<file path="config.mk">
export PLATFORM = sky130hd
export DESIGN_NAME = inst_fetch
export DESIGN_NICKNAME = d
export VERILOG_FILES = /design/src/rtl/inst_fetch_pkg.sv /design/src/rtl/fetch_fifo.sv /design/src/rtl/inst_fetch.sv
export SDC_FILE = /design/constraint.sdc
export NUM_CORES = 1
export LEC_CHECK = 0
export ABC_AREA = 1
export CORE_MARGIN = 2
export CORE_UTILIZATION = 45
export CTS_BUF_LIST = sky130_fd_sc_hd__clkbuf_16
export DETAILED_ROUTE_END_ITERATION = 8
export PLACE_DENSITY = 0.7
export SLEW_MARGIN = 25
export SYNTH_ARGS = -nofsm -noshare
export SYNTH_HDL_FRONTEND = slang
export SYNTH_SLANG_ARGS = --single-unit
</file>
<file path="constraint.sdc">
create_clock -name clk -period 7 [get_ports clk]
set_clock_uncertainty 0.1 [all_clocks]
set_input_delay 0.7 -clock clk [delete_from_list [all_inputs] [get_ports clk]]
set_output_delay 0.7 -clock clk [all_outputs]
set_load 0.05 [all_outputs]
</file>
<file path="src/rtl/inst_fetch_pkg.sv">
// Shared types and constants for the instruction fetch stage.
//   fetchEntry_t  : one buffered instruction {pc, inst} at the default address width
//   FETCH_STATE_t : fetch control state (HALT is only reachable when the
//                   IFETCH_MISALIGN_TRAP_EN build option is defined)
//   INST_BYTES    : PC increment per fetched instruction word
package fetchPkg;

  localparam int unsigned XLEN_DEFAULT = 64;
  localparam int unsigned INST_BYTES   = 4;

  typedef struct packed {
    logic [XLEN_DEFAULT-1:0] pc;
    logic [31:0]             inst;
  } fetchEntry_t;

  typedef enum logic [0:0] {
    RUN,
    HALT
  } FETCH_STATE_t;

endpackage

</file>
<file path="src/rtl/fetch_fifo.sv">
// Instruction buffer for the fetch stage.
// Ports:
//   clk, rstN  : clock and synchronous active-low reset
//   flush      : drop every entry, including a same-cycle push
//   push       : write pushData at the tail
//   pushData   : entry to write
//   pop        : retire the head entry (ignored when empty)
//   head       : current head entry, read straight from storage flops
//   count      : number of valid entries (0..DEPTH)
// DEPTH must be a power of two so the pointers wrap naturally.
// Push and pop may happen together at any occupancy, including full.
module fetch_fifo
  import fetchPkg::*;
#(
  parameter int unsigned DEPTH = 2,
  parameter int unsigned WIDTH = 96
) (
  input  logic                       clk,
  input  logic                       rstN,
  input  logic                       flush,
  input  logic                       push,
  input  logic [WIDTH-1:0]           pushData,
  input  logic                       pop,
  output logic [WIDTH-1:0]           head,
  output logic [$clog2(DEPTH+1)-1:0] count
);

  localparam int unsigned PtrW = $clog2(DEPTH);
  localparam int unsigned CntW = $clog2(DEPTH + 1);

  logic [WIDTH-1:0] mem_q [DEPTH];
  logic [PtrW-1:0]  rd_q, rd_d;
  logic [PtrW-1:0]  wr_q, wr_d;
  logic [CntW-1:0]  cnt_q, cnt_d;
  logic             do_push;
  logic             do_pop;

  assign do_pop  = pop && (cnt_q != '0);
  // A push into a full buffer is only legal when the head leaves the same cycle.
  assign do_push = push && ((cnt_q != CntW'(DEPTH)) || do_pop);

  always_comb begin
    rd_d  = rd_q;
    wr_d  = wr_q;
    cnt_d = cnt_q;
    if (flush) begin
      rd_d  = '0;
      wr_d  = '0;
      cnt_d = '0;
    end else begin
      if (do_push) wr_d = wr_q + 1'b1;
      if (do_pop)  rd_d = rd_q + 1'b1;
      cnt_d = cnt_q + CntW'(do_push) - CntW'(do_pop);
    end
  end

  always_ff @(posedge clk) begin
    if (!rstN) begin
      rd_q  <= '0;
      wr_q  <= '0;
      cnt_q <= '0;
    end else begin
      rd_q  <= rd_d;
      wr_q  <= wr_d;
      cnt_q <= cnt_d;
    end
  end

  // Storage is cleared on reset so the head reads as zero until the first push.
  always_ff @(posedge clk) begin
    if (!rstN) begin
      for (int i = 0; i < int'(DEPTH); i++) begin
        mem_q[i] <= '0;
      end
    end else if (do_push && !flush) begin
      mem_q[wr_q] <= pushData;
    end
  end

  assign head  = mem_q[rd_q];
  assign count = cnt_q;

endmodule

</file>
<file path="src/rtl/inst_fetch.sv">
// Instruction fetch stage: owns the PC, issues in-order word requests to
// instruction memory, buffers returned words and hands them to decode.
// Ports:
//   clk, rstN                  : clock and synchronous active-low reset
//   imemReqValid/Ready/Addr    : fetch request handshake, Addr is the PC
//   imemRspValid/Data          : in-order responses, one per accepted request
//   redirect, redirectPc       : PC redirect from execute (highest priority)
//   instValid/instReady        : decode handshake
//   inst, instPc               : buffered instruction word and its PC
//   misaligned                 : only with IFETCH_MISALIGN_TRAP_EN defined;
//                                high while halted on a misaligned redirect
// Build option IFETCH_MISALIGN_TRAP_EN: a redirect to a non word-aligned
// target halts fetch until the next aligned redirect. Without it the low two
// target bits are forced to zero.
module inst_fetch
  import fetchPkg::*;
#(
  parameter int unsigned     XLEN     = 64,
  parameter logic [XLEN-1:0] RESET_PC = '0,
  parameter int unsigned     DEPTH    = 2
) (
  input  logic            clk,
  input  logic            rstN,
  output logic            imemReqValid,
  input  logic            imemReqReady,
  output logic [XLEN-1:0] imemReqAddr,
  input  logic            imemRspValid,
  input  logic [31:0]     imemRspData,
  input  logic            redirect,
  input  logic [XLEN-1:0] redirectPc,
  output logic            instValid,
  input  logic            instReady,
  output logic [31:0]     inst,
  output logic [XLEN-1:0] instPc
`ifdef IFETCH_MISALIGN_TRAP_EN
  ,
  output logic            misaligned
`endif
);

  localparam int unsigned PtrW = $clog2(DEPTH);
  localparam int unsigned CntW = $clog2(DEPTH + 1);

  typedef struct packed {
    logic [XLEN-1:0] pc;
    logic [31:0]     inst;
  } entry_t;

  logic [XLEN-1:0] pc_q, pc_d;
  logic [CntW-1:0] out_q, out_d;    // requests accepted but not yet answered
  logic [CntW-1:0] drop_q, drop_d;  // responses still to discard after a redirect
  logic [CntW-1:0] fifo_cnt;
  logic [CntW:0]   used;
  logic            run;
  logic            fire;
  logic            rsp_drop;
  logic            fifo_push;
  logic            fifo_pop;
  logic [XLEN-1:0] target;
  entry_t          push_entry;
  entry_t          head;

  // In-flight PC queue: PC of every accepted request, retired by each response
  // whether it is kept or dropped, so it is never flushed by a redirect.
  logic [XLEN-1:0] ipc_q [DEPTH];
  logic [PtrW-1:0] ipc_wr_q;
  logic [PtrW-1:0] ipc_rd_q;

  // ---------------------------------------------------------------------------
  // Run/halt control
  // ---------------------------------------------------------------------------
`ifdef IFETCH_MISALIGN_TRAP_EN
  FETCH_STATE_t state_q, state_d;
  logic         mis_q, mis_d;
  logic         tgt_misaligned;

  assign target         = redirectPc;
  assign tgt_misaligned = (redirectPc[1:0] != 2'b00);

  always_comb begin
    state_d = state_q;
    mis_d   = mis_q;
    if (redirect) begin
      if (tgt_misaligned) begin
        state_d = HALT;
        mis_d   = 1'b1;
      end else begin
        state_d = RUN;
        mis_d   = 1'b0;
      end
    end
  end

  always_ff @(posedge clk) begin
    if (!rstN) begin
      state_q <= RUN;
      mis_q   <= 1'b0;
    end else begin
      state_q <= state_d;
      mis_q   <= mis_d;
    end
  end

  assign run        = (state_q == RUN);
  assign misaligned = mis_q;
`else
  assign target = redirectPc & ~XLEN'(INST_BYTES - 1);
  assign run    = 1'b1;
`endif

  // ---------------------------------------------------------------------------
  // Request side
  // ---------------------------------------------------------------------------
  // Credits cover both in-flight requests and buffered words, so every
  // response always has a FIFO slot waiting for it.
  assign used         = {1'b0, out_q} + {1'b0, fifo_cnt};
  assign imemReqValid = rstN && run && !redirect && (used < (CntW + 1)'(DEPTH));
  assign imemReqAddr  = pc_q;
  assign fire         = imemReqValid && imemReqReady;

  // ---------------------------------------------------------------------------
  // Response side
  // ---------------------------------------------------------------------------
  assign rsp_drop        = (drop_q != '0);
  assign fifo_push       = imemRspValid && !rsp_drop && !redirect;
  assign fifo_pop        = instValid && instReady;
  assign push_entry.pc   = ipc_q[ipc_rd_q];
  assign push_entry.inst = imemRspData;

  always_comb begin
    pc_d   = pc_q;
    out_d  = out_q;
    drop_d = drop_q;
    if (fire)         out_d = out_d + 1'b1;
    if (imemRspValid) out_d = out_d - 1'b1;
    if (redirect) begin
      pc_d   = target;
      // Everything still in flight after this cycle belongs to the old path.
      drop_d = out_q - CntW'(imemRspValid);
    end else begin
      if (fire)                     pc_d   = pc_q + XLEN'(INST_BYTES);
      if (imemRspValid && rsp_drop) drop_d = drop_q - 1'b1;
    end
  end

  always_ff @(posedge clk) begin
    if (!rstN) begin
      pc_q     <= RESET_PC;
      out_q    <= '0;
      drop_q   <= '0;
      ipc_wr_q <= '0;
      ipc_rd_q <= '0;
    end else begin
      pc_q   <= pc_d;
      out_q  <= out_d;
      drop_q <= drop_d;
      if (fire)         ipc_wr_q <= ipc_wr_q + 1'b1;
      if (imemRspValid) ipc_rd_q <= ipc_rd_q + 1'b1;
    end
  end

  always_ff @(posedge clk) begin
    if (fire) ipc_q[ipc_wr_q] <= pc_q;
  end

  // ---------------------------------------------------------------------------
  // Instruction buffer
  // ---------------------------------------------------------------------------
  fetch_fifo #(
    .DEPTH (DEPTH),
    .WIDTH ($bits(entry_t))
  ) u_fifo (
    .clk      (clk),
    .rstN     (rstN),
    .flush    (redirect),
    .push     (fifo_push),
    .pushData (push_entry),
    .pop      (fifo_pop),
    .head     (head),
    .count    (fifo_cnt)
  );

  assign instValid = (fifo_cnt != '0);
  assign inst      = head.inst;
  assign instPc    = head.pc;

endmodule

</file>
### Word-level counts from Yosys, hierarchy flattened

Memories as Yosys holds them, arrays and structs flattened. A register that Yosys moved wholly into a read port is not among the register bits.
Cells that the tools add are included.

* divide/modulo/power cells: 0
* multiply operators: 0
* $add $sub $neg: 12
* mux-type cells: 19
* bitwise gates (word level): 1
* order comparisons: 1
* shift-type cells: 0
* equality and inequality tests: 1
* reductions and logical operators: 19

Operators by type and width (count)
* $mux 64: 2
* $mux 96: 1
* $reduce_or 96->1: 1
* $add 64x3->64 const B: 1
* $mux 1: 12
* $logic_and 1x1->1: 10
* $mux 2: 4
* $reduce_bool 2->1: 4
* $add 1x1->1 const B: 4
* $sub 2x1->2: 2
* $sub 2x1->2 const B: 2
* $add 2x2->3: 1
* $lt 3x2->1 const B: 1
* $add 2x1->2: 1
* $add 2x1->2 const B: 1
* $logic_not 1->1: 2
* $ne 2x2->1 const B: 1
* $reduce_or 2->1: 1
* $logic_or 1x1->1: 1
* $not 1->1: 1

* output and inout port bits: 162
* bits of input ports: 102
* RAM bits: 320
* bits in latches: 0
* memories: 2
* register bits after elaboration: 74
* memory bits (read-only): 0

Memory list
* u_fifo.mem_q: words 2, width 96, rd ports 1, clocked after memory_dff 1, write ports 2, line fetch_fifo.sv:31 `logic [WIDTH-1:0] mem_q [DEPTH];`
* ipc_q: words 2, width 64, rd ports 1, clocked after memory_dff 1, write ports 1, line inst_fetch.sv:65 `logic [XLEN-1:0] ipc_q [DEPTH];`

### Longest topological paths before layout

* depth in word-level cells: 11
* gate-level depth with buffers: 14

### By module

A second synthesis with hierarchy kept.

* cells, all modules: 1723
* area total of the unflattened synthesis: 17929.7 um^2

Modules (own cells, without submodules)
* inst_fetch: area each 9504.1 um^2, cells an instance 1073, sequential area each 5104.9 um^2, times used 1
* fetch_fifo: area each 8425.6 um^2, cells an instance 650, sequential area each 5865.6 um^2, times used 1

### Worst setup path after synthesis

OpenSTA, ideal clock, no wires.

* path type: flip-flop to flip-flop
* start: register u_fifo.cnt_q[0], in the netlist u_fifo.count[0]
* end: memory ipc_q[0][10], enable pin
* cell stages (with the launch flop): 9
* arrival time: 4.022 ns
* setup slack: 2.396 ns
* cell sequence: dfxtp_1 -> nand2_1 -> inv_1 -> fa_1 -> nor2_1 -> nand3_2 -> buf_4 -> buf_2 -> nor2_1

* word-level cells in the longest chain between the ends: 6

Ends and longest elaborated chain
* from (decl): line fetch_fifo.sv:34 `logic [CntW-1:0] cnt_q, cnt_d;`
* from (signal assigned): line fetch_fifo.sv:65 `cnt_q <= cnt_d;`
* $add 2x2->3: line inst_fetch.sv:116 `assign used = {1'b0, out_q} + {1'b0, fifo_cnt};`
* $lt 3x2->1: line inst_fetch.sv:117 `assign imemReqValid = rstN && run && !redirect && (used < (CntW + 1)'(DEPTH));`
* $logic_and 1x1->1: line inst_fetch.sv:117
* $logic_and 1x1->1: line inst_fetch.sv:119 `assign fire = imemReqValid && imemReqReady;`
* $mux 1: line inst_fetch.sv:163 `if (fire) ipc_q[ipc_wr_q] <= pc_q;`
* $mux 1 (implied by the code): line inst_fetch.sv:163
* to (decl): line inst_fetch.sv:65

No other way between the ends.

### Worst setup path in the final report

* start: input rstN
* end: memory ipc_q[1][27], enable pin

* word-level cells in the longest chain between the ends: 5

Ends and longest elaborated chain
* from (decl): line inst_fetch.sv:23 `input logic rstN,`
* $logic_and 1x1->1 (2 in series): line inst_fetch.sv:117
* $logic_and 1x1->1: line inst_fetch.sv:119
* $mux 1: line inst_fetch.sv:163
* $mux 1 (implied by the code): line inst_fetch.sv:163

No other way between the ends.

==> metrics.log <==
[metrics] Buffers & Inverters on Critical Path: 4
[metrics] DRC Markers: 0
[metrics] Final Cycle Share: 59.9%
[metrics] top cells by instance count after synthesis: 315 x sky130_fd_sc_hd__nor2_1, 312 x sky130_fd_sc_hd__edfxtp_1, 279 x sky130_fd_sc_hd__nand2_1, 165 x sky130_fd_sc_hd__inv_1, 94 x sky130_fd_sc_hd__mux2_2
[metrics] number of instances in the placed design: 2372
[metrics] critical path data required time: 7080 ps
[metrics] Overflow after GRT: 0
[metrics] count of endpoints failing setup in the final report: 0
[metrics] combined global-route utilization of all metal layers: 22.8%
[metrics] proportion of layout cells with a drive suffix above 1: 10.2%
[metrics] total clock buffers created by CTS: 41
[metrics] wire length of the first global-routing pass: 70800 µm
[metrics] total chip power: 5380 µW
[metrics] final-report hold violation count: 0
[metrics] Final Routed Wirelength: 46200 µm
[metrics] Synth async-reset ratio: 0%
[metrics] Avg WL per Cell: 18.9 µm
[metrics] clock edge transition at the registers on the reported setup and hold paths: 60 ps
[metrics] Port-buffer cells: 257
[metrics] mean area per synthesized cell: 10.6 µm²
[metrics] HPWL after detailed placement: 31600 µm
[metrics] type of the worst setup path: input pin to register
[metrics] netlist area before placement: 0.0174 mm²
[metrics] clk buf depth: 3
[metrics] fraction of synthesized cell area taken by the top area cell type: 53.9%
[metrics] die height: 201 µm
[metrics] Slew Limit Headroom: 32.7%
[metrics] type of the tightest min-delay check: register to register
[metrics] slowest stage delay, CP: 960 ps
[metrics] switching share of power: 26.1%
[metrics] most frequent cell after synthesis: sky130_fd_sc_hd__nor2_1
[metrics] worst reg-to-reg path cell count: 7
[metrics] ANT nets after route: 0
[metrics] Setup crit start kind: input pin
[metrics] vias in the first global route: 12259
[metrics] minimum clock period: 4190 ps
[metrics] sequential fraction of design power: 49.6%
[metrics] average via count per standard cell: 5.10
[metrics] initial antenna violation count: 4
[metrics] standard cell with the maximum stage delay on the critical path: sky130_fd_sc_hd__nor2_4
[metrics] Final Net Count: 2005
[metrics] max-cap violations: 0
[metrics] most used flip-flop cell after synthesis: sky130_fd_sc_hd__edfxtp_1
[metrics] width of the die: 201 µm
[metrics] worst-case hold slack: 344 ps
[metrics] Crit path depth: 7
[metrics] Pleak: 0.00804 µW
[metrics] transition time at the pin with the least slew margin: 1010 ps
[metrics] clock latency reported for the late side of the worst-skew pair: 550 ps
[metrics] htree depth: 2
[metrics] reg-to-reg critical path startpoint: out_q[0]
[metrics] element type at the critical path end: register
[metrics] Power per Cell Area: 248 mW/mm²
[metrics] unrepaired setup endpoints after global routing: false
[metrics] Hold Crit Start: u_fifo.rd_q
[metrics] site row count: 72
[metrics] First-pass DRT Iterations: 7
[metrics] share of power burned in combinational logic: 13.1%
[metrics] Core Area: 0.0384 mm²
[metrics] growth of design area from synthesis to finish: 24.6%
[metrics] IO Pins: 264
[metrics] post-cts repair resize count: 0
[metrics] pin count of the biggest net entering global routing: 66
[metrics] final non-filler cell total: 2450
[metrics] violation count after the first detailed-routing iteration: 855
[metrics] critical path's top delay family: simple AND/OR/NAND/NOR gates
[metrics] initial standard-cell utilization of the core: 45.3%
[metrics] Achievable Freq: 239 MHz
[metrics] destination of the worst register-to-register timing path: ipc_q[1][27]
[metrics] setup fix buffers added after clock tree synthesis: 0
[metrics] dominant cells by area after synthesis: sky130_fd_sc_hd__edfxtp_1 54%, sky130_fd_sc_hd__dfxtp_1 8.5%, sky130_fd_sc_hd__nor2_1 6.8%
[metrics] Sum Neg Setup Slack: 0 ps
[metrics] arrival time worst endpoint: 4270 ps
[metrics] cell type with the highest aggregate area in the netlist: sky130_fd_sc_hd__edfxtp_1
[metrics] clock share of power: 37.3%
[metrics] peak fanout along the critical path: 49
[metrics] TritonCTS clock tree: built
[metrics] total internal power: 3980 µW
[metrics] number of clock sinks: 386
[metrics] highest ir drop seen on vdd: 0.143 mV
[metrics] number of enable flip-flop cells after synthesis: 312
[metrics] buffer cell driving the clock tree root: sky130_fd_sc_hd__clkbuf_16
[metrics] fillcell total: 3339
[metrics] Unique masters post-synth: 42
[metrics] register-to-register setup slack: 3370 ps
[metrics] number of synthesized register bits: 386
[metrics] result of the run: complete, no violations
[metrics] Yosys Warn Count: 0
[metrics] vias after detailed routing: 12486
[metrics] switching power: 1410 µW
[metrics] critical path, cell by cell: clkdlybuf4s50_1 > buf_4 > inv_2 > nor2_4 > nand3_2 > nor2_4 > buf_4
[metrics] Cells after Synth: 1648
[metrics] final-report max-slew violation count: 0
[metrics] sequential element share of the synthesized area: 62.4%
[metrics] final RePlAce weighted congestion: 0.942
[metrics] number of buffers added to fix hold violations after cts: 0
[metrics] Die Footprint: 0.0403 mm²
[metrics] utilization of the core after routing: 56.5%
[metrics] number of cells on the worst hold path: 1
==> layout make-up <==
class	count	area, µm²	area share (%)
inverters	170	638	2.94
flip-flops and latches	386	10900	50.1
diodes	3	7.51	0.0346
clock inverters	32	166	0.768
repair buffers	271	2680	12.3
clock buffers	43	1080	4.96
well taps	518	648	2.99
multi-input cells	1027	5610	25.9
==> logic make-up after synthesis <==
group | share of synthesized area [%]
XOR/XNOR | 1.16
adder cells (fa/ha/maj) | 0.475
flip-flops | 62.4
other | 0.0216
multiplexers | 9.65
buffers and inverters | 5.73
AO/OA/AOI/OAI | 4.36
AND/OR/NAND/NOR | 16.2
==> flip-flops by register name, summed over array words and instances (netlist names), named ones only <==
register / cells
drop_q: 2
imemReqAddr: 62
ipc_q: 124
ipc_rd_q: 1
ipc_wr_q: 1
out_q: 2
u_fifo.count: 2
u_fifo.mem_q: 188
u_fifo.rd_q: 1
u_fifo.wr_q: 1
==> metal layers <==
| layer | GRT usage [%] | part of all wire [%] | vias to the layer above |
|---|---|---|---|
| met3 | 3.72 | 5.6 | 66 |
| met4 | 6.80 | 2.5 | 2 |
| met5 | 0 | 0.024 | - |
| li1 | - | - | 6013 |
| met1 | 31.3 | 44 | 6036 |
| met2 | 37.4 | 48 | 369 |
==> stage by stage <==
step	worst slack, ps	area, µm²
6_report	2810	21700
3_3_place_gp	2190	20400
3_5_place_dp	2190	20400
5_1_grt	2580	21700
4_1_cts	2740	21700
2_1_floorplan	2400	17400
==> worst max path at each step <==
stage / to / slack, ps / start
2_1_floorplan: ipc_q[0][10] / 2400 / u_fifo.count[0]
3_3_place_gp: imemReqAddr[48] / 2190 / rstN
3_5_place_dp: ipc_q[1][29] / 2190 / rstN
4_1_cts: ipc_q[1][22] / 2740 / rstN
5_1_grt: ipc_q[1][24] / 2580 / rstN
6_report: ipc_q[1][27] / 2810 / rstN
==> power groups by stage <==
stage | Clock, µW | Combinational, µW | Sequential (µW)
CTS | 2040 | 712 | 2670
floorplan | 0 | 386 | 2760
global route | 2140 | 749 | 2680
finish | 2010 | 706 | 2670
global placement | 0 | 701 | 2710
detailed placement | 0 | 708 | 2720
==> cells in the final DEF (no fill, tap or decap), types with 3 or more instances in the layout <==
| master | netlist | final |
|---|---|---|
| sky130_fd_sc_hd__a21oi_1 | 53 | 53 |
| sky130_fd_sc_hd__a31oi_1 | 13 | 13 |
| sky130_fd_sc_hd__buf_4 | 9 | 15 |
| sky130_fd_sc_hd__clkbuf_16 | 0 | 43 |
| sky130_fd_sc_hd__clkdlybuf4s50_1 | 0 | 256 |
| sky130_fd_sc_hd__clkinv_1 | 1 | 11 |
| sky130_fd_sc_hd__clkinv_2 | 0 | 5 |
| sky130_fd_sc_hd__conb_1 | 1 | 4 |
| sky130_fd_sc_hd__dfxtp_1 | 74 | 72 |
| sky130_fd_sc_hd__diode_2 | 0 | 3 |
| sky130_fd_sc_hd__edfxtp_1 | 312 | 312 |
| sky130_fd_sc_hd__ha_1 | 5 | 5 |
| sky130_fd_sc_hd__inv_1 | 165 | 177 |
| sky130_fd_sc_hd__inv_2 | 4 | 5 |
| sky130_fd_sc_hd__mux2_2 | 94 | 94 |
| sky130_fd_sc_hd__mux2i_1 | 62 | 62 |
| sky130_fd_sc_hd__nand2_1 | 279 | 276 |
| sky130_fd_sc_hd__nand2_2 | 6 | 6 |
| sky130_fd_sc_hd__nand2_4 | 0 | 3 |
| sky130_fd_sc_hd__nand3_1 | 56 | 56 |
| sky130_fd_sc_hd__nand3b_1 | 4 | 4 |
| sky130_fd_sc_hd__nand4_1 | 7 | 7 |
| sky130_fd_sc_hd__nor2_1 | 315 | 313 |
| sky130_fd_sc_hd__nor2_2 | 7 | 7 |
| sky130_fd_sc_hd__nor2_4 | 6 | 8 |
| sky130_fd_sc_hd__nor3_1 | 6 | 6 |
| sky130_fd_sc_hd__o211ai_1 | 4 | 4 |
| sky130_fd_sc_hd__o21ai_0 | 58 | 58 |
| sky130_fd_sc_hd__o21ai_1 | 12 | 12 |
| sky130_fd_sc_hd__xnor2_1 | 6 | 6 |
| sky130_fd_sc_hd__xor2_1 | 17 | 17 |
==> worst register-to-register path, stage by stage, from the launching register on <==
cell and delay [ps]:
sky130_fd_sc_hd__dfxtp_1 340, sky130_fd_sc_hd__nand2_1 60, sky130_fd_sc_hd__inv_1 60, sky130_fd_sc_hd__fa_1 410, sky130_fd_sc_hd__nor2_1 180, sky130_fd_sc_hd__nand3_2 580, sky130_fd_sc_hd__nor2_4 970, sky130_fd_sc_hd__buf_4 510
(Power assumes the default switching activity.)
==> variant 1: new RTL, same settings <==
Build with the macro `IFETCH_MISALIGN_TRAP_EN` defined.
--- a/src/rtl/inst_fetch.sv
+++ b/src/rtl/inst_fetch.sv
@@ -14,2 +14,4 @@
 // target bits are forced to zero.
+`define IFETCH_MISALIGN_TRAP_EN
+
 module inst_fetch
Behaviour (old outputs only; new: misaligned): not the same (Yosys sat finds a counterexample within 4 cycles, from zero or initial values and one cycle with rstN low).
==> variant 1 against the unedited design <==
  * Area after synthesis rose by 1.5%
  * Synthesized cell count up 1.5%
  * Design area rose by 1.9%
  * Sequential share of layout area grew 0.43 points
  * Worst setup slack better by 150 ps
  * Sequential cell count is 11 higher
  * Die area is 1.5% higher
  * Total power is 2.8% higher
  * First-iteration DRC count increased by 8.2%
  * Routed wire length rose by 3.4%
  * Worst hold slack better by 6.1 ps
  * Critical path depth shrank 4
  * Clock power rose by 3%
==> variant 1: results (changes against the unedited design) <==
The routed wire length on met2 was 23300 um (+5.5%). Static leakage: 8.22 nW (+2.2%). Ranked by total cell area, the synthesized netlist is headed by sky130_fd_sc_hd__edfxtp_1 54%, sky130_fd_sc_hd__dfxtp_1 8.7%, sky130_fd_sc_hd__nor2_1 6.8%.

Number of input and output port buffers inserted: 264 (+2.7%). The worst path required time came out at 6200 ps (-880 ps). u_fifo.mem_q holds more flip-flops than any other register.

The final weighted congestion in routability-driven placement came out at 0.929 (-1.3%). Total CTS buffers: 41 (unchanged). The run gives 20800 um^2 (+1.9%) as the placed instance area. Power density normalized to cell area: 251 nW/um^2 (+0.91%).

The run gives 0 (-4) as the initial antenna violation count. The aggregate global-route resource usage is 23.2% (+0.41 points). The maximum vdd ir drop is 157 uV (+9.4%).

The H-tree depth was 2 (unchanged); the via count of the first global-routing pass was 12400 (+1.4%). The total number of nets in the final design came out at 2034 (+1.4%). The pin count of the biggest net entering global routing is 70 (+6.1%), and the number of cells on the worst reg-to-reg path is 9 (+2). The fraction of layout instances using a drive strength above 1 was 9.65% (-0.51 points).

The number of flip-flops in the largest register was 192 (+2.1%); the detail-routed net length per standard cell was 19.3 um (+2.3%). The number of distinct library cell variants in the gate-level netlist after synthesis came out at 35 (-17%). The global-route wire length before repair is 72500 um (+2.5%), and the actual slew at the worst max-slew pin is 1040 ps (+27.3 ps). The sequential element share of the synthesized area was 63.2% (+0.79 points).

The tools report the diode insertion count for antenna repair as 0 (-3). The sum of routed wire segments on met1 came out at 20600 um (+1.5%). The flow ran to the end, and the final reports show no timing, DRC or antenna violations.

The run gives 6 (-1) as the first-pass iteration count of the detailed router. The count of buffers added by post-CTS timing repair for setup is 0 (unchanged), and the number of DRC violations after detailed-routing iteration 0 is 925 (+8.2%). The synthesized-area fraction occupied by xor and xnor cells came out at 1.04% (-0.12 points). Counting instances in the post-synthesis netlist gives the leading cell types as 320 x sky130_fd_sc_hd__edfxtp_1, 319 x sky130_fd_sc_hd__nor2_1, 301 x sky130_fd_sc_hd__nand2_1. For the detailed-routed wire length on met3, the log shows 2670 um (+2.9%). The mux cell area share after synthesis was 9.75% (+0.10 points); the via count was 12700 (+1.7%). The highest layer used for signal routing was met4.

The fraction of the mapped netlist area in adder cells came out at 0.468% (-0.0069 points). The number of flops mapped to enable cells by yosys works out to 320 (+2.6%). Area fraction in compound gates after synthesis: 4.22% (-0.13 points).

For the detailed placer's ending HPWL, the log shows 33300 um (+5.4%). The largest fanout on the critical path is 51 (+4.1%), and the fill cell total of the finished layout is 3283 (-1.7%).
## variant 1: changes by cell type after synthesis, moves of 5 or more
cell                       before  now
sky130_fd_sc_hd__nand2_1      279  301
sky130_fd_sc_hd__clkbuf_1      24   38
sky130_fd_sc_hd__buf_4          9    1
sky130_fd_sc_hd__edfxtp_1     312  320
sky130_fd_sc_hd__o21ai_1       12    4
sky130_fd_sc_hd__buf_6          5    0
sky130_fd_sc_hd__nor2_2         7    2
## variant 1: worst paths after layout
check                              to        start  slack (ps)
hold reg to reg              register  u_fifo.rd_q         350
setup / recovery           instPc[52]     register        2960
hold / removal               register  u_fifo.rd_q         350
setup reg to reg  u_fifo.mem_q[0][60]    drop_q[0]        3410
## variant 1: worst max-delay path: stages (launching register included)
cell and delay (ps):
sky130_fd_sc_hd__dfxtp_4 820, sky130_fd_sc_hd__buf_4 680, sky130_fd_sc_hd__mux2_2 410, sky130_fd_sc_hd__clkdlybuf4s50_1 710
## variant 1: cells by family (layout without fill, tap and decap cells)
kind of cell / count (synthesis) / in the layout
AND/OR/NAND/NOR: 712 / 712
multiplexers: 160 / 160
buffers and inverters: 234 / 521
XOR/XNOR: 21 / 21
AO/OA/AOI/OAI: 142 / 142
flip-flops: 397 / 397
adder cells (fa/ha/maj): 6 / 6
## variant 1: through the flow
| step | instances | hold slack (ps) | power (W) | worst slack, ps |
|---|---|---|---|---|
| finish | 2477 | 350 | 0.00553 | 2960 |
| global route | 2477 | 369 | 0.00572 | 2780 |
| CTS | 2477 | 350 | 0.00557 | 2890 |
| detailed placement | 2401 | 340 | 0.00351 | 2430 |
| global placement | 2401 | 326 | 0.00350 | 2520 |
| floorplan | 1672 | 325 | 0.00322 | 2300 |
## variant 1: layout make-up
cell class	instances	area share, %
flip-flops and latches	397	50.5
well taps	518	2.93
repair buffers	275	12.3
inverters	170	2.89
clock buffers	42	4.76
multi-input cells	1041	25.5
clock inverters	34	1.03
## variant 1: routing by layer
layer	track usage (%)	up-vias
li1	-	6120
met1	31.1	6115
met2	39.5	391
met3	3.16	68
met4	6.64	0
met5	0	-
## variant 1: power breakdown
part | switching [W] | total, W | internal (W)
clock | 0.000908 | 0.00208 | 0.00117
combinational | 0.000464 | 0.000718 | 0.000254
sequential | 0.0000823 | 0.00274 | 0.00265
total | 0.00145 | 0.00553 | 0.00408
==> variant 2: new RTL, config.mk and constraints unchanged <==
Made on the original files. `DEPTH` is set to 2 in 2 places; all go to 4.
--- a/src/rtl/fetch_fifo.sv
+++ b/src/rtl/fetch_fifo.sv
@@ -14,3 +14,3 @@
 #(
-  parameter int unsigned DEPTH = 2,
+  parameter int unsigned DEPTH = 4,
   parameter int unsigned WIDTH = 96
--- a/src/rtl/inst_fetch.sv
+++ b/src/rtl/inst_fetch.sv
@@ -19,3 +19,3 @@
   parameter logic [XLEN-1:0] RESET_PC = '0,
-  parameter int unsigned     DEPTH    = 2
+  parameter int unsigned     DEPTH    = 4
 ) (
Behaviour: not the same (Yosys sat finds a counterexample within 4 cycles, from zero or initial values and one cycle with rstN low).
==> variant 2 against the unedited design <==
  * Area after synthesis is 79% higher
  * Critical path type is now reg -> out
  * Die area up 77%
  * Design area increased by 70%
  * Total power grew 81%
  * Utilization shrank 2.8 points
  * Worst setup slack lost 820 ps
  * Largest power group unchanged
  * Largest cell class unchanged
  * Routed wire length up 76%
  * Count of clock-buffer cells in the layout rose by 32
  * Sequential cell count rose by 321
==> variant 2: results (changes against the unedited design) <==
The clock network power was 0.00373 W (+86%); the switching fraction of total power was 25.8% (-0.30 points). The diode insertion count for antenna repair was 0 (-3). The flow ran to the end, and the final reports show no timing, DRC or antenna violations. On the critical path, the stage with the largest delay is an instance of sky130_fd_sc_hd__clkdlybuf4s50_1. Routed wire length: 81400 um (+76%). The register-to-register path setup slack is 2940 ps (-430 ps), and the data arrival at the endpoint of the critical path is 4210 ps (-60 ps). First-pass iteration count of the detailed router: 6 (-1).

The sequential element share of the synthesized area was 65.5% (+3.1 points). The area fraction in compound gates after synthesis is 10.7% (+6.3 points), and the number of DRC violations after detailed-routing iteration 0 is 2446 (+190%). Synthesized-area fraction occupied by xor and xnor cells: 0.927% (-0.23 points). The endpoint of the lowest-slack register-to-register path is u_fifo.mem_q[2][84].

The number of flops mapped to enable cells by yosys was 624 (+100%); the cell count after placement was 4126 (+74%). The worst register-to-register path begins at u_fifo.count[1]. Final cell count without fillers: 4258 (+74%). The maximum vdd ir drop was 150 uV (+4.4%); the total CTS buffers was 74 (+80%).

The tools report the achievable frequency as 200 MHz (-16%). In this run the worst setup path terminates at instPc[42]. The H-tree depth is 3 (+1), and the latest clock arrival within the worst-skew pair is 610 ps (+60 ps). By area the synthesized netlist is led by sky130_fd_sc_hd__edfxtp_1 60%, sky130_fd_sc_hd__nor2_1 9.0%, sky130_fd_sc_hd__o21ai_0 5.9%.

For the fill cell total of the finished layout, the log shows 5884 (+76%). The placed instance area came out at 34500 um^2 (+69%). The logs give 48800 um (+55%) for the detailed placer's ending HPWL and 3074 (+87%) for the count of mapped cells out of synthesis.

The largest fanout on the critical path works out to 79 (+61%). The fraction of layout instances using a drive strength above 1 came out at 7.84% (-2.3 points). The fraction of the mapped netlist area in adder cells works out to 0.666% (+0.19 points). The final weighted congestion in routability-driven placement is 0.926 (-1.7%), and the via count of the first global-routing pass is 21400 (+75%). The number of vias per cell is 5.31 (+4.3%), and the pin count of the biggest net entering global routing is 89 (+35%). The total number of nets in the final design is 3389 (+69%), and the combinational group share of total power is 11.6% (-1.5 points). The commonest cells after synthesis are 747 x sky130_fd_sc_hd__nor2_1, 624 x sky130_fd_sc_hd__edfxtp_1, 370 x sky130_fd_sc_hd__o21ai_0.

The mux cell area share after synthesis was 0% (-9.7 points). Relative slew slack: 29.5% (-3.2 points). The critical path is of the reg -> out type. The maximum single-stage delay on the critical path came out at 890 ps (-70 ps). The number of cells on the worst reg-to-reg path was 12 (+5).

The post-placement worst setup slack was 2020 ps (-170 ps). The number of flip-flops in the largest register is 376 (+100%). The worst min-delay path category is reg -> reg. The global-route wire length before repair came out at 124000 um (+75%). The run gives 0.00114 W (+61%) as the power of the combinational group.
## variant 2: changes by cell type in the layout (fill, tap and decap cells not counted), moves of 14 or more
cell                        delta
sky130_fd_sc_hd__nor2_1      +430
sky130_fd_sc_hd__edfxtp_1    +312
sky130_fd_sc_hd__o21ai_0     +309
sky130_fd_sc_hd__o22ai_1     +155
sky130_fd_sc_hd__mux2_2       -94
sky130_fd_sc_hd__nand2_1      +90
sky130_fd_sc_hd__inv_1        +84
sky130_fd_sc_hd__mux2i_1      -62
sky130_fd_sc_hd__nor2_2       +51
sky130_fd_sc_hd__clkbuf_16    +32
sky130_fd_sc_hd__buf_4        +17
sky130_fd_sc_hd__inv_2        +15
sky130_fd_sc_hd__clkinv_2     +14
## variant 2: worst min path at each step
| stage | slack (ps) | startpoint | depth (start not counted) | endpoint |
|---|---|---|---|---|
| 6_report | 380 | u_fifo.rd_q[1] | 2 | register |
| 2_1_floorplan | 340 | u_fifo.rd_q[1] | 2 | register |
| 3_5_place_dp | 360 | u_fifo.rd_q[1] | 2 | register |
| 4_1_cts | 370 | u_fifo.rd_q[1] | 2 | register |
| 5_1_grt | 390 | u_fifo.rd_q[0] | 1 | u_fifo.rd_q[0] |
| 3_3_place_gp | 360 | ipc_rd_q[0] | 1 | register |
## variant 2: layer usage
metal,track usage [%],vias up,wire length [um]
met5,0,-,0
met4,7.52,0,2040
met3,3.36,114,5600
met2,36.6,859,38300
met1,31.8,10800,35400
li1,-,10800,-
## variant 2: final cells by class
cell class | instances | area [um^2] | share of cell area, %
Clock buffer | 75 | 1880 | 5.10
Clock inverter | 57 | 407 | 1.11
Inverter | 273 | 1050 | 2.84
Multi-Input combinational cell | 1922 | 9000 | 24.5
Sequential cell | 707 | 20400 | 55.5
Tap cell | 931 | 1160 | 3.17
Timing Repair Buffer | 293 | 2890 | 7.85
